$ cat src/rtl/shift_reg_sequencer.sv
// Command-driven sequencer for an 8-bit universal shift register.
// It accepts LOAD/SHL/SHR/LOAD_SHR commands and drives the register's control, serial and data pins.
`timescale 1ns/1ps
module shift_reg_sequencer #(
    parameter int WIDTH = 8,
    parameter int CNT_W = 4
) (
    input  logic             clk,
    input  logic             rst_n,
    input  logic             cmd_valid,
    output logic             cmd_ready,
    input  logic [1:0]       cmd_op,
    input  logic             cmd_rot,
    input  logic [CNT_W-1:0] cmd_count,
    input  logic [WIDTH-1:0] cmd_data,
    input  logic             halt,
    input  logic             ser_in,
    input  logic [WIDTH-1:0] reg_q,
    output logic [1:0]       reg_ctrl,
    output logic             reg_en,
    output logic             reg_s_in,
    output logic [WIDTH-1:0] reg_d,
    output logic             ser_out,
    output logic             ser_out_valid,
    output logic             done,
    output logic             busy
);

    typedef enum logic [1:0] {
        S_IDLE  = 2'b00,
        S_LOAD  = 2'b01,
        S_SHIFT = 2'b10,
        S_DONE  = 2'b11
    } state_t;

    localparam logic [1:0] OP_LOAD     = 2'b00;
    localparam logic [1:0] OP_SHL      = 2'b01;
    localparam logic [1:0] OP_LOAD_SHR = 2'b11;

    localparam logic [1:0] CTRL_HOLD = 2'b00;
    localparam logic [1:0] CTRL_SHL  = 2'b01;
    localparam logic [1:0] CTRL_LOAD = 2'b10;
    localparam logic [1:0] CTRL_SHR  = 2'b11;

    state_t           state_q, state_d;
    logic [1:0]       op_q, op_d;
    logic             rot_q, rot_d;
    logic [CNT_W-1:0] cnt_q, cnt_d;
    logic [WIDTH-1:0] data_q, data_d;

    logic             shl_dir;
    logic             out_bit;
    logic             unused_reg_q_mid;

    always_ff @(posedge clk or negedge rst_n) begin
        if (!rst_n) begin
            state_q <= S_IDLE;
            op_q    <= '0;
            rot_q   <= 1'b0;
            cnt_q   <= '0;
            data_q  <= '0;
        end else begin
            state_q <= state_d;
            op_q    <= op_d;
            rot_q   <= rot_d;
            cnt_q   <= cnt_d;
            data_q  <= data_d;
        end
    end

    // Only SHL shifts toward the MSB; SHR and LOAD_SHR both shift toward the LSB.
    assign shl_dir = (op_q == OP_SHL);
    assign out_bit = shl_dir ? reg_q[WIDTH-1] : reg_q[0];

    assign unused_reg_q_mid = ^reg_q[WIDTH-2:1];

    always_comb begin
        state_d = state_q;
        op_d    = op_q;
        rot_d   = rot_q;
        cnt_d   = cnt_q;
        data_d  = data_q;
        case (state_q)
            S_IDLE: begin
                if (cmd_valid) begin
                    op_d   = cmd_op;
                    rot_d  = cmd_rot;
                    cnt_d  = cmd_count;
                    data_d = cmd_data;
                    if (cmd_op == OP_LOAD || cmd_op == OP_LOAD_SHR) begin
                        state_d = S_LOAD;
                    end else if (cmd_count != '0) begin
                        state_d = S_SHIFT;
                    end else begin
                        state_d = S_DONE;
                    end
                end
            end
            S_LOAD: begin
                if (op_q == OP_LOAD_SHR && cnt_q != '0) begin
                    state_d = S_SHIFT;
                end else begin
                    state_d = S_DONE;
                end
            end
            S_SHIFT: begin
                if (!halt) begin
                    cnt_d = cnt_q - 1'b1;
                    if (cnt_q == CNT_W'(1)) begin
                        state_d = S_DONE;
                    end
                end
            end
            S_DONE: begin
                state_d = S_IDLE;
            end
            default: begin
                state_d = S_IDLE;
            end
        endcase
    end

    always_comb begin
        cmd_ready     = 1'b0;
        reg_ctrl      = CTRL_HOLD;
        reg_en        = 1'b0;
        reg_s_in      = 1'b0;
        ser_out       = 1'b0;
        ser_out_valid = 1'b0;
        done          = 1'b0;
        case (state_q)
            S_IDLE: begin
                cmd_ready = 1'b1;
            end
            S_LOAD: begin
                reg_ctrl = CTRL_LOAD;
                reg_en   = 1'b1;
            end
            S_SHIFT: begin
                // In rotate mode the bit leaving the register is fed straight back in.
                ser_out  = out_bit;
                reg_s_in = rot_q ? out_bit : ser_in;
                if (!halt) begin
                    reg_en        = 1'b1;
                    reg_ctrl      = shl_dir ? CTRL_SHL : CTRL_SHR;
                    ser_out_valid = 1'b1;
                end
            end
            S_DONE: begin
                done = 1'b1;
            end
            default: begin
                cmd_ready = 1'b0;
            end
        endcase
    end

    assign reg_d = data_q;
    assign busy  = (state_q != S_IDLE);

endmodule

$ cat config.mk
export PLATFORM = sky130hd
export DESIGN_NAME = shift_reg_sequencer
export DESIGN_NICKNAME = d
export VERILOG_FILES = /design/src/rtl/shift_reg_sequencer.sv
export SDC_FILE = /design/constraint.sdc
export NUM_CORES = 1
export LEC_CHECK = 0
export ABC_AREA = 1
export BUFFER_PORTS_ARGS = -buffer_cell sky130_fd_sc_hd__buf_2
export CORE_UTILIZATION = 50
export CTS_BUF_LIST = sky130_fd_sc_hd__clkbuf_8 sky130_fd_sc_hd__clkbuf_16
export DETAILED_ROUTE_END_ITERATION = 16
export GPL_ROUTABILITY_DRIVEN = 0
export PLACE_DENSITY = 0.91
export SLEW_MARGIN = 10
export SYNTH_ARGS = -nofsm -noshare
export SYNTH_HDL_FRONTEND = slang
export SYNTH_SLANG_ARGS = --single-unit
$ cat constraint.sdc
create_clock -name clk -period 2.2 [get_ports clk]
set_input_delay 0.11 -clock clk [delete_from_list [all_inputs] [get_ports clk]]
set_output_delay 0.11 -clock clk [all_outputs]
set_load 0.02 [all_outputs]
==> impl_metrics.ini, run 1 <==
[placed_design]
port_buffers = 38
place_ws_ns = 0.523
placed_area_sq_mm = 0.00125
post-place-cells = 183
hpwl_mm = 1.64

[logic_synthesis]
synth.top_cell.area_share = 0.403
synth_ff_type = dfrtp_1
synth_fp_nets = 156
synth.distinct_cells = 22
syn_inst = 121
netlist_area_sq_mm = 0.00105
synth_area_leaders = dfrtp_1 (40%), nand2_1 (11%), mux2_4 (8.5%)
synthArstFlopShare = 1.00
ys_warn_count = 0
synth-seq-cells = 17
seq_area_frac_synth = 0.403
synth_edf_count = 0
syn_avg_cell_area_sq_um = 8.72
yosysTopAreaCell = dfrtp_1

[die]
row_count = 16
die_y_um = 47.9
start_util = 0.532
core-area_sq_mm = 0.00198
io_pins = 45
die_w_um = 47.9
fp.dieArea_sq_mm = 0.00230

[run]
drv_cap = 0

[finish]
final_nets = 197
final_common_cell = buf_2
diodes = 0
stdcell_area_sq_mm = 0.00131
final_util = 0.658
fill_cells = 166
fin_cells = 188
final_cell_mix = buf_2 (38), nand2_1 (32), inv_1 (18)
syn_to_final_growth_pct = 23.7
drive_gt1_frac = 0.373

[timing]
hold_viol = 0
tightest_slew_ns = 0.412
max-slew-margin-rel = 0.725
setup_violations = 0
timing.final.crit_share = 0.881
setup_slack_ns = 0.261
grt_setup_unrepaired = false
max_freq_mhz = 516
fin_setup_tns_ns = 0
clock_skew_ns = 0.00155
drv_slew = 0
finalCriticalPeriod_ns = 1.94
hold_ws_ns = 0.0832

[power]
intPower_mw = 1.08
pwr-share-comb = 0.595
power.static_leakage_nw = 0.759
pwr-share-seq = 0.289
irDropWorstVdd_v = 0.000879
p_sw_uw = 943
power_mw = 2.02
powerDensity_mw_per_mm2 = 1550
swShare = 0.466
p_clk_frac = 0.116

[worst_setup_path]
worstPathArrival_ns = 1.83
end_kind = output port
reg2reg_to = cnt_q[2]
path_max_fanout = 8
ff2ff_path_depth = 8
criticalPathCategory = reg2out
crit_path_start = state_q[0]
start_kind = flip-flop
r2r_slack_ns = 0.62
reg2reg_from = state_q[0]
critPathRequiredTime_ns = 2.09

[drt]
routed_via_density = 4.79
drc = 0
postRouteAntennaNets = 0
drt-initial-drc-count = 10
first_pass_iters = 4
routed_wl_mm = 2.07
num_vias = 901
wl_per_cell_um = 11.0

[grt]
grt_pass1_vias = 732
globalRouteTotalUtil = 0.195
antenna_found_initial = 0
grt_overflow_total = 0
grt_max_degree = 18
grt_pass1_wl_mm = 2.99

[min_path]
hp-class = in2reg
min_from = cmd_data[5]
min_path_cells = 2
min_to = reg_d[5]

[clocking]
ctsRootBufferMaster = clkbuf_8
cts_resized = 0
htreeDepth = 1
cts.clk_slew.worst_paths_ns = 0.07
clk_latency_ns = 0.25
cts_buffers = 3
clockBufferDepth = 2
cts_tree = yes
cts.sinks = 17

[status]
status = finished clean
synthesized netlist by cell type (2+ instances only):
library cell,count
o21a_1,2
inv_1,18
nand2_1,32
nand3_1,3
nor2_1,7
o21ai_0,10
nand2_2,4
ha_1,7
mux2_2,3
mux2_4,6
dfrtp_1,17
buf_6,2
registers in the layout (all words and copies together), names as in the netlist:
register and cells:
reg_d 8, op_q 2, cnt_q 4, state_q 2, rot_q 1
per-layer routing:
layer	vias to the layer above	track usage	share of wire
li1	455	-	-
met1	414	0.218	0.41
met2	28	0.343	0.53
met3	4	0.0679	0.047
met4	0	0.0667	0.012
met5	-	0	0
worst max path at each step:
stage                   to  slack, ns
2_1_floorplan  reg_ctrl[1]       0.55
3_3_place_gp   reg_ctrl[1]       0.61
3_5_place_dp   reg_ctrl[1]       0.52
4_1_cts        reg_ctrl[1]       0.24
5_1_grt        reg_ctrl[1]        0.1
6_report       reg_ctrl[1]       0.26
cells by family after synthesis:
kind of cell | count (synthesis) | share of synthesized area
AO/OA/AOI/OAI | 15 | 0.0807
XOR/XNOR | 1 | 0.00831
adder cells (fa/ha/maj) | 7 | 0.0830
buffers and inverters | 23 | 0.104
flip-flops | 17 | 0.403
multiplexers | 9 | 0.117
AND/OR/NAND/NOR | 49 | 0.203
layout make-up:
type	count	area, sq um	area share
multi-input combinational	81	519	0.398
sequential	17	425	0.326
timing repair buffer	39	200	0.153
inverter	20	80.1	0.0614
clock buffer	3	41.3	0.0316
tap	27	33.8	0.0259
clock inverter	1	5.00	0.00384
power by group through the flow:
| stage | combinational (mW) | clock (mW) | sequential, mW |
|---|---|---|---|
| after floorplan | 0.852 | 0 | 0.660 |
| after global placement | 1.16 | 0 | 0.570 |
| after detailed placement | 1.20 | 0 | 0.587 |
| after CTS | 1.21 | 0.242 | 0.582 |
| after global routing | 1.33 | 0.255 | 0.600 |
| final | 1.21 | 0.234 | 0.585 |
worst max-delay path, stage by stage (launching register included):
cell	delay, ns
dfrtp_1	0.42
inv_1	0.12
ha_1	0.42
inv_6	0.09
nor2_4	0.11
nor2_1	0.05
nor2_2	0.09
o21a_1	0.13
buf_2	0.15
repair_timing:
action	4_1_cts	5_1_grt
hold buffers	1	0
endpoints found under the hold margin	17	0
buffers inserted	0	0
endpoints found under the setup margin	0	0
Power figures use the tool's default switching activity.
==> run 2: changes to the inputs <==
--- a/config.mk
+++ b/config.mk
@@ -7,11 +7,12 @@
 export LEC_CHECK = 0
 export ABC_AREA = 1
 export BUFFER_PORTS_ARGS = -buffer_cell sky130_fd_sc_hd__buf_2
+export CAP_MARGIN = 40
 export CORE_UTILIZATION = 50
 export CTS_BUF_LIST = sky130_fd_sc_hd__clkbuf_8 sky130_fd_sc_hd__clkbuf_16
 export DETAILED_ROUTE_END_ITERATION = 16
 export GPL_ROUTABILITY_DRIVEN = 0
-export PLACE_DENSITY = 0.91
+export PLACE_DENSITY_LB_ADDON = 0.12
 export SLEW_MARGIN = 10
 export SYNTH_ARGS = -nofsm -noshare
 export SYNTH_HDL_FRONTEND = slang
==> run 2 against run 1 <==
Against the previous run:
- die area did not move
- sequential share of layout area did not move
- maximum frequency fell by 0.35%
- global-route usage rose by 0.67 points
- critical path type unchanged
- highest routed layer unchanged
==> impl_metrics.ini, run 2 (synthesis gave the netlist of run 1 again) <==
[timing]
fin_setup_tns_ns = 0
timing.final.crit_share = 0.884
grt_setup_unrepaired = false
hold_viol = 0
drv_slew = 0
max_freq_mhz = 514
clock_skew_ns = 0.00222
max-slew-margin-rel = 0.733
setup_violations = 0
tightest_slew_ns = 0.400
finalCriticalPeriod_ns = 1.95

[run]
drv_cap = 0

[drt]
num_vias = 890
routed_wl_mm = 2.17
first_pass_iters = 4
routed_via_density = 4.73
postRouteAntennaNets = 0
wl_per_cell_um = 11.5
drc = 0
drt-initial-drc-count = 14

[worst_setup_path]
criticalPathCategory = reg2out
crit_chain = inv_1, ha_1, inv_6, nor2_4, nor2_1, nor2_2, o21a_1, buf_2
slowest_delay_ns = 0.43
start_kind = flip-flop
crit_path_top_delay_cell = dfrtp_1
end_kind = output port
worstPathArrival_ns = 1.84
critPathRequiredTime_ns = 2.09
path_max_fanout = 8

[finish]
largest_reg_flops = 8
final_nets = 197
syn_to_final_growth_pct = 23.7
fin_cells = 188
final_cell_mix = buf_2 (38), nand2_1 (32), inv_1 (18)
diodes = 0
final_common_cell = buf_2
drive_gt1_frac = 0.373

[power]
p_clk_frac = 0.118
pwr-share-seq = 0.289
pwr-share-comb = 0.593
powerDensity_mw_per_mm2 = 1550
irDropWorstVdd_v = 0.000838
p_sw_uw = 940
intPower_mw = 1.08
power_mw = 2.02
swShare = 0.465
power.static_leakage_nw = 0.759

[placed_design]
port_buffers = 38
post-place-cells = 183
hpwl_mm = 1.69

[min_path]
hp-class = in2reg

[die]
die_w_um = 47.9
fp.dieArea_sq_mm = 0.00230
start_util = 0.532
core-area_sq_mm = 0.00198
row_count = 16
io_pins = 45
die_y_um = 47.9

[clocking]
cts_tree = yes
post-cts-setup-buffer-count = 0
cts.clk_slew.worst_paths_ns = 0.07
cts.sinks = 17
clockBufferDepth = 2
clk_latency_ns = 0.26
cts_resized = 0
cts_buffers = 3
ctsRootBufferMaster = clkbuf_8
htreeDepth = 1

[grt]
grt_max_degree = 18
grt_pass1_wl_mm = 3.13
grt_pass1_vias = 809
grt_overflow_total = 0
globalRouteTotalUtil = 0.202
antenna_found_initial = 0

[status]
status = finished clean
==> run 2: cell counts in the layout (fill, tap and decap cells not counted) <==
No cell type changed its count.
==> run 2: power by group through the flow <==
stage,combinational (mW),sequential [mW],clock (mW)
floorplan,0.852,0.660,0
global placement,1.18,0.573,0
detailed placement,1.20,0.587,0
CTS,1.21,0.583,0.241
global route,1.33,0.602,0.252
finish,1.20,0.584,0.238
==> run 2: layer usage <==
metal	track usage	wire length (um)	up-vias
li1	-	-	454
met1	0.203	863	402
met2	0.400	1180	30
met3	0.0453	94	4
met4	0.0667	29	0
met5	0	0	-
==> run 2: timing repair <==
item	4_1_cts	5_1_grt
hold endpoints to repair	17	0
hold buffers	1	0
endpoints found under the setup margin	0	0
==> run 2: worst paths after layout <==
| kind | endpoint | cells past startpoint | slack, ns | start |
|---|---|---|---|---|
| min in group asynchronous | state_q[0] | 2 | 0.31 | rst_n |
| max reg2reg | cnt_q[2] | 8 | 0.63 | state_q[0] |
| max | reg_ctrl[1] | 8 | 0.25 | state_q[0] |
| max in group asynchronous | reg_d[1] | 2 | 1.61 | rst_n |
| min reg2reg | reg_d[1] | 1 | 0.50 | reg_d[1] |
| min | reg_d[5] | 2 | 0.08 | cmd_data[5] |
==> run 2: per-stage QoR <==
| stage | util | setup WS, ns | hold WS (ns) | cell area, sq um |
|---|---|---|---|---|
| 3_3_place_gp | 0.630 | 0.569 | 0.0597 | 1250 |
| 4_1_cts | 0.658 | 0.226 | 0.0789 | 1310 |
| 6_report | 0.658 | 0.255 | 0.0804 | 1310 |
| 3_5_place_dp | 0.630 | 0.512 | 0.0577 | 1250 |
| 5_1_grt | 0.658 | 0.0973 | 0.0845 | 1310 |
| 2_1_floorplan | - | 0.554 | -0.186 | 1050 |
==> run 2: final cells by class <==
type,count,area (sq um)
fill,200,677
multi-input combinational,81,519
sequential,17,425
timing repair buffer,39,200
inverter,20,80.1
clock buffer,3,41.3
tap,27,33.8
clock inverter,1,5.00
==> run 2: worst max-delay path: cells and delay by family (launching register included) <==
kind,cells,cell delay [ns]
flip-flops,1,0.43
buffers and inverters,3,0.37
AND/OR/NAND/NOR,3,0.27
AO/OA/AOI/OAI,1,0.11
adder cells (fa/ha/maj),1,0.41
==> run 3: changes to the inputs <==
--- a/config.mk
+++ b/config.mk
@@ -13,6 +13,7 @@
 export DETAILED_ROUTE_END_ITERATION = 16
 export GPL_ROUTABILITY_DRIVEN = 0
 export PLACE_DENSITY_LB_ADDON = 0.12
+export RECOVER_POWER = 25
 export SLEW_MARGIN = 10
 export SYNTH_ARGS = -nofsm -noshare
 export SYNTH_HDL_FRONTEND = slang
==> run 3 against run 2 <==
Against the previous run:
- sequential cell count is the same
- register-to-register slack about the same
- worst hold slack is the same
- critical endpoint unchanged
- power is essentially flat
- routed wire length hardly changed
- highest routed layer unchanged
==> impl_metrics.ini, run 3 (synthesis gave the netlist of run 1 again) <==
[placed_design]
hpwl_mm = 1.69
placed_area_sq_mm = 0.00125
place_ws_ns = 0.512
port_buffers = 38
post-place-cells = 183

[power]
p_clk_frac = 0.118
power.static_leakage_nw = 0.756
powerDensity_mw_per_mm2 = 1550
p_sw_uw = 940
power_mw = 2.02
pwr-share-comb = 0.593
pwr-share-seq = 0.289
irDropWorstVdd_v = 0.000838
swShare = 0.465
intPower_mw = 1.08

[clocking]
cts_buffers = 3
cts.sinks = 17
htreeDepth = 1
cts_resized = 0
clockBufferDepth = 2
cts_tree = yes
clk_latency_ns = 0.26
ctsRootBufferMaster = clkbuf_8
cts.clk_slew.worst_paths_ns = 0.07
post-cts-setup-buffer-count = 0
ctsHoldBuffers = 1

[finish]
regArea_sq_um = 425
fin_cells = 188
stdcell_area_sq_mm = 0.00130
largest_reg_flops = 8
fill_cells = 198
drive_gt1_frac = 0.366
final_cell_mix = buf_2 (37), nand2_1 (32), inv_1 (18)
final_common_cell = buf_2
final_util = 0.658
syn_to_final_growth_pct = 23.6
final_nets = 197
multiInputGateArea_sq_um = 519
diodes = 0

[timing]
max-slew-margin-rel = 0.367
hold_viol = 0
setup_slack_ns = 0.255
grt_setup_unrepaired = false
drv_slew = 0
timing.final.crit_share = 0.884
setup_violations = 0
max_freq_mhz = 514
tightest_slew_ns = 0.950
clock_skew_ns = 0.00222
fin_setup_tns_ns = 0
finalCriticalPeriod_ns = 1.95
hold_ws_ns = 0.0804

[drt]
wl_per_cell_um = 11.5
routed_via_density = 4.73
first_pass_iters = 4
num_vias = 890
routed_wl_mm = 2.17
postRouteAntennaNets = 0
drt-initial-drc-count = 14
drc = 0

[min_path]
min_path_cells = 2
hp-class = in2reg

[grt]
globalRouteTotalUtil = 0.202
grt_overflow_total = 0
grt_pass1_wl_mm = 3.13
grt_max_degree = 18
antenna_found_initial = 0
grt_pass1_vias = 809

[die]
die_y_um = 47.9
row_count = 16
die_w_um = 47.9
start_util = 0.532
io_pins = 45
core-area_sq_mm = 0.00198
fp.dieArea_sq_mm = 0.00230

[status]
status = finished clean

[worst_setup_path]
path_max_fanout = 8
worstPathArrival_ns = 1.84
start_kind = flip-flop
critPathRequiredTime_ns = 2.09
criticalPathCategory = reg2out
end_kind = output port
ff2ff_path_depth = 8

[run]
drv_cap = 0
==> run 3: cell count changes in the layout (fill, tap and decap cells not counted), sizes merged <==
cell / previous run / this run
clkbuf: 3 / 4
buf: 38 / 37
==> run 3: area by class of cell <==
type / instances / share of cell area
inverter: 20 / 0.0614
multi-input combinational: 81 / 0.398
clock buffer: 3 / 0.0317
clock inverter: 1 / 0.00384
tap: 27 / 0.0259
sequential: 17 / 0.326
timing repair buffer: 39 / 0.153
==> run 3: final timing paths <==
kind,from,slack [ns],to
max in group asynchronous,rst_n,1.11,reg_d[1]
min in group asynchronous,rst_n,0.51,state_q[0]
setup reg to reg,state_q[0],0.63,cnt_q[2]
hold reg to reg,reg_d[1],0.50,reg_d[1]
setup / recovery,state_q[0],0.25,reg_ctrl[1]
hold / removal,cmd_data[5],0.08,reg_d[5]
==> run 3: critical path, stage by stage, from the launching register on <==
cell and delay (ns):
dfrtp_1 0.43, inv_1 0.13, ha_1 0.41, inv_6 0.09, nor2_4 0.12, nor2_1 0.06
nor2_2 0.09, o21a_1 0.11, buf_2 0.15
==> run 3: per-layer routing <==
metal / track usage / routed length, um / vias up
met4: 0.0667 / 29 / 0
met2: 0.400 / 1180 / 30
met5: 0 / 0 / -
li1: - / - / 454
met1: 0.203 / 862 / 402
met3: 0.0453 / 94 / 4
==> run 3: power by group through the flow <==
stage	Combinational (mW)	Clock (mW)	Sequential, mW
2_1_floorplan	0.852	0	0.660
3_3_place_gp	1.18	0	0.573
3_5_place_dp	1.20	0	0.587
4_1_cts	1.21	0.241	0.583
5_1_grt	1.33	0.252	0.602
6_report	1.20	0.238	0.584
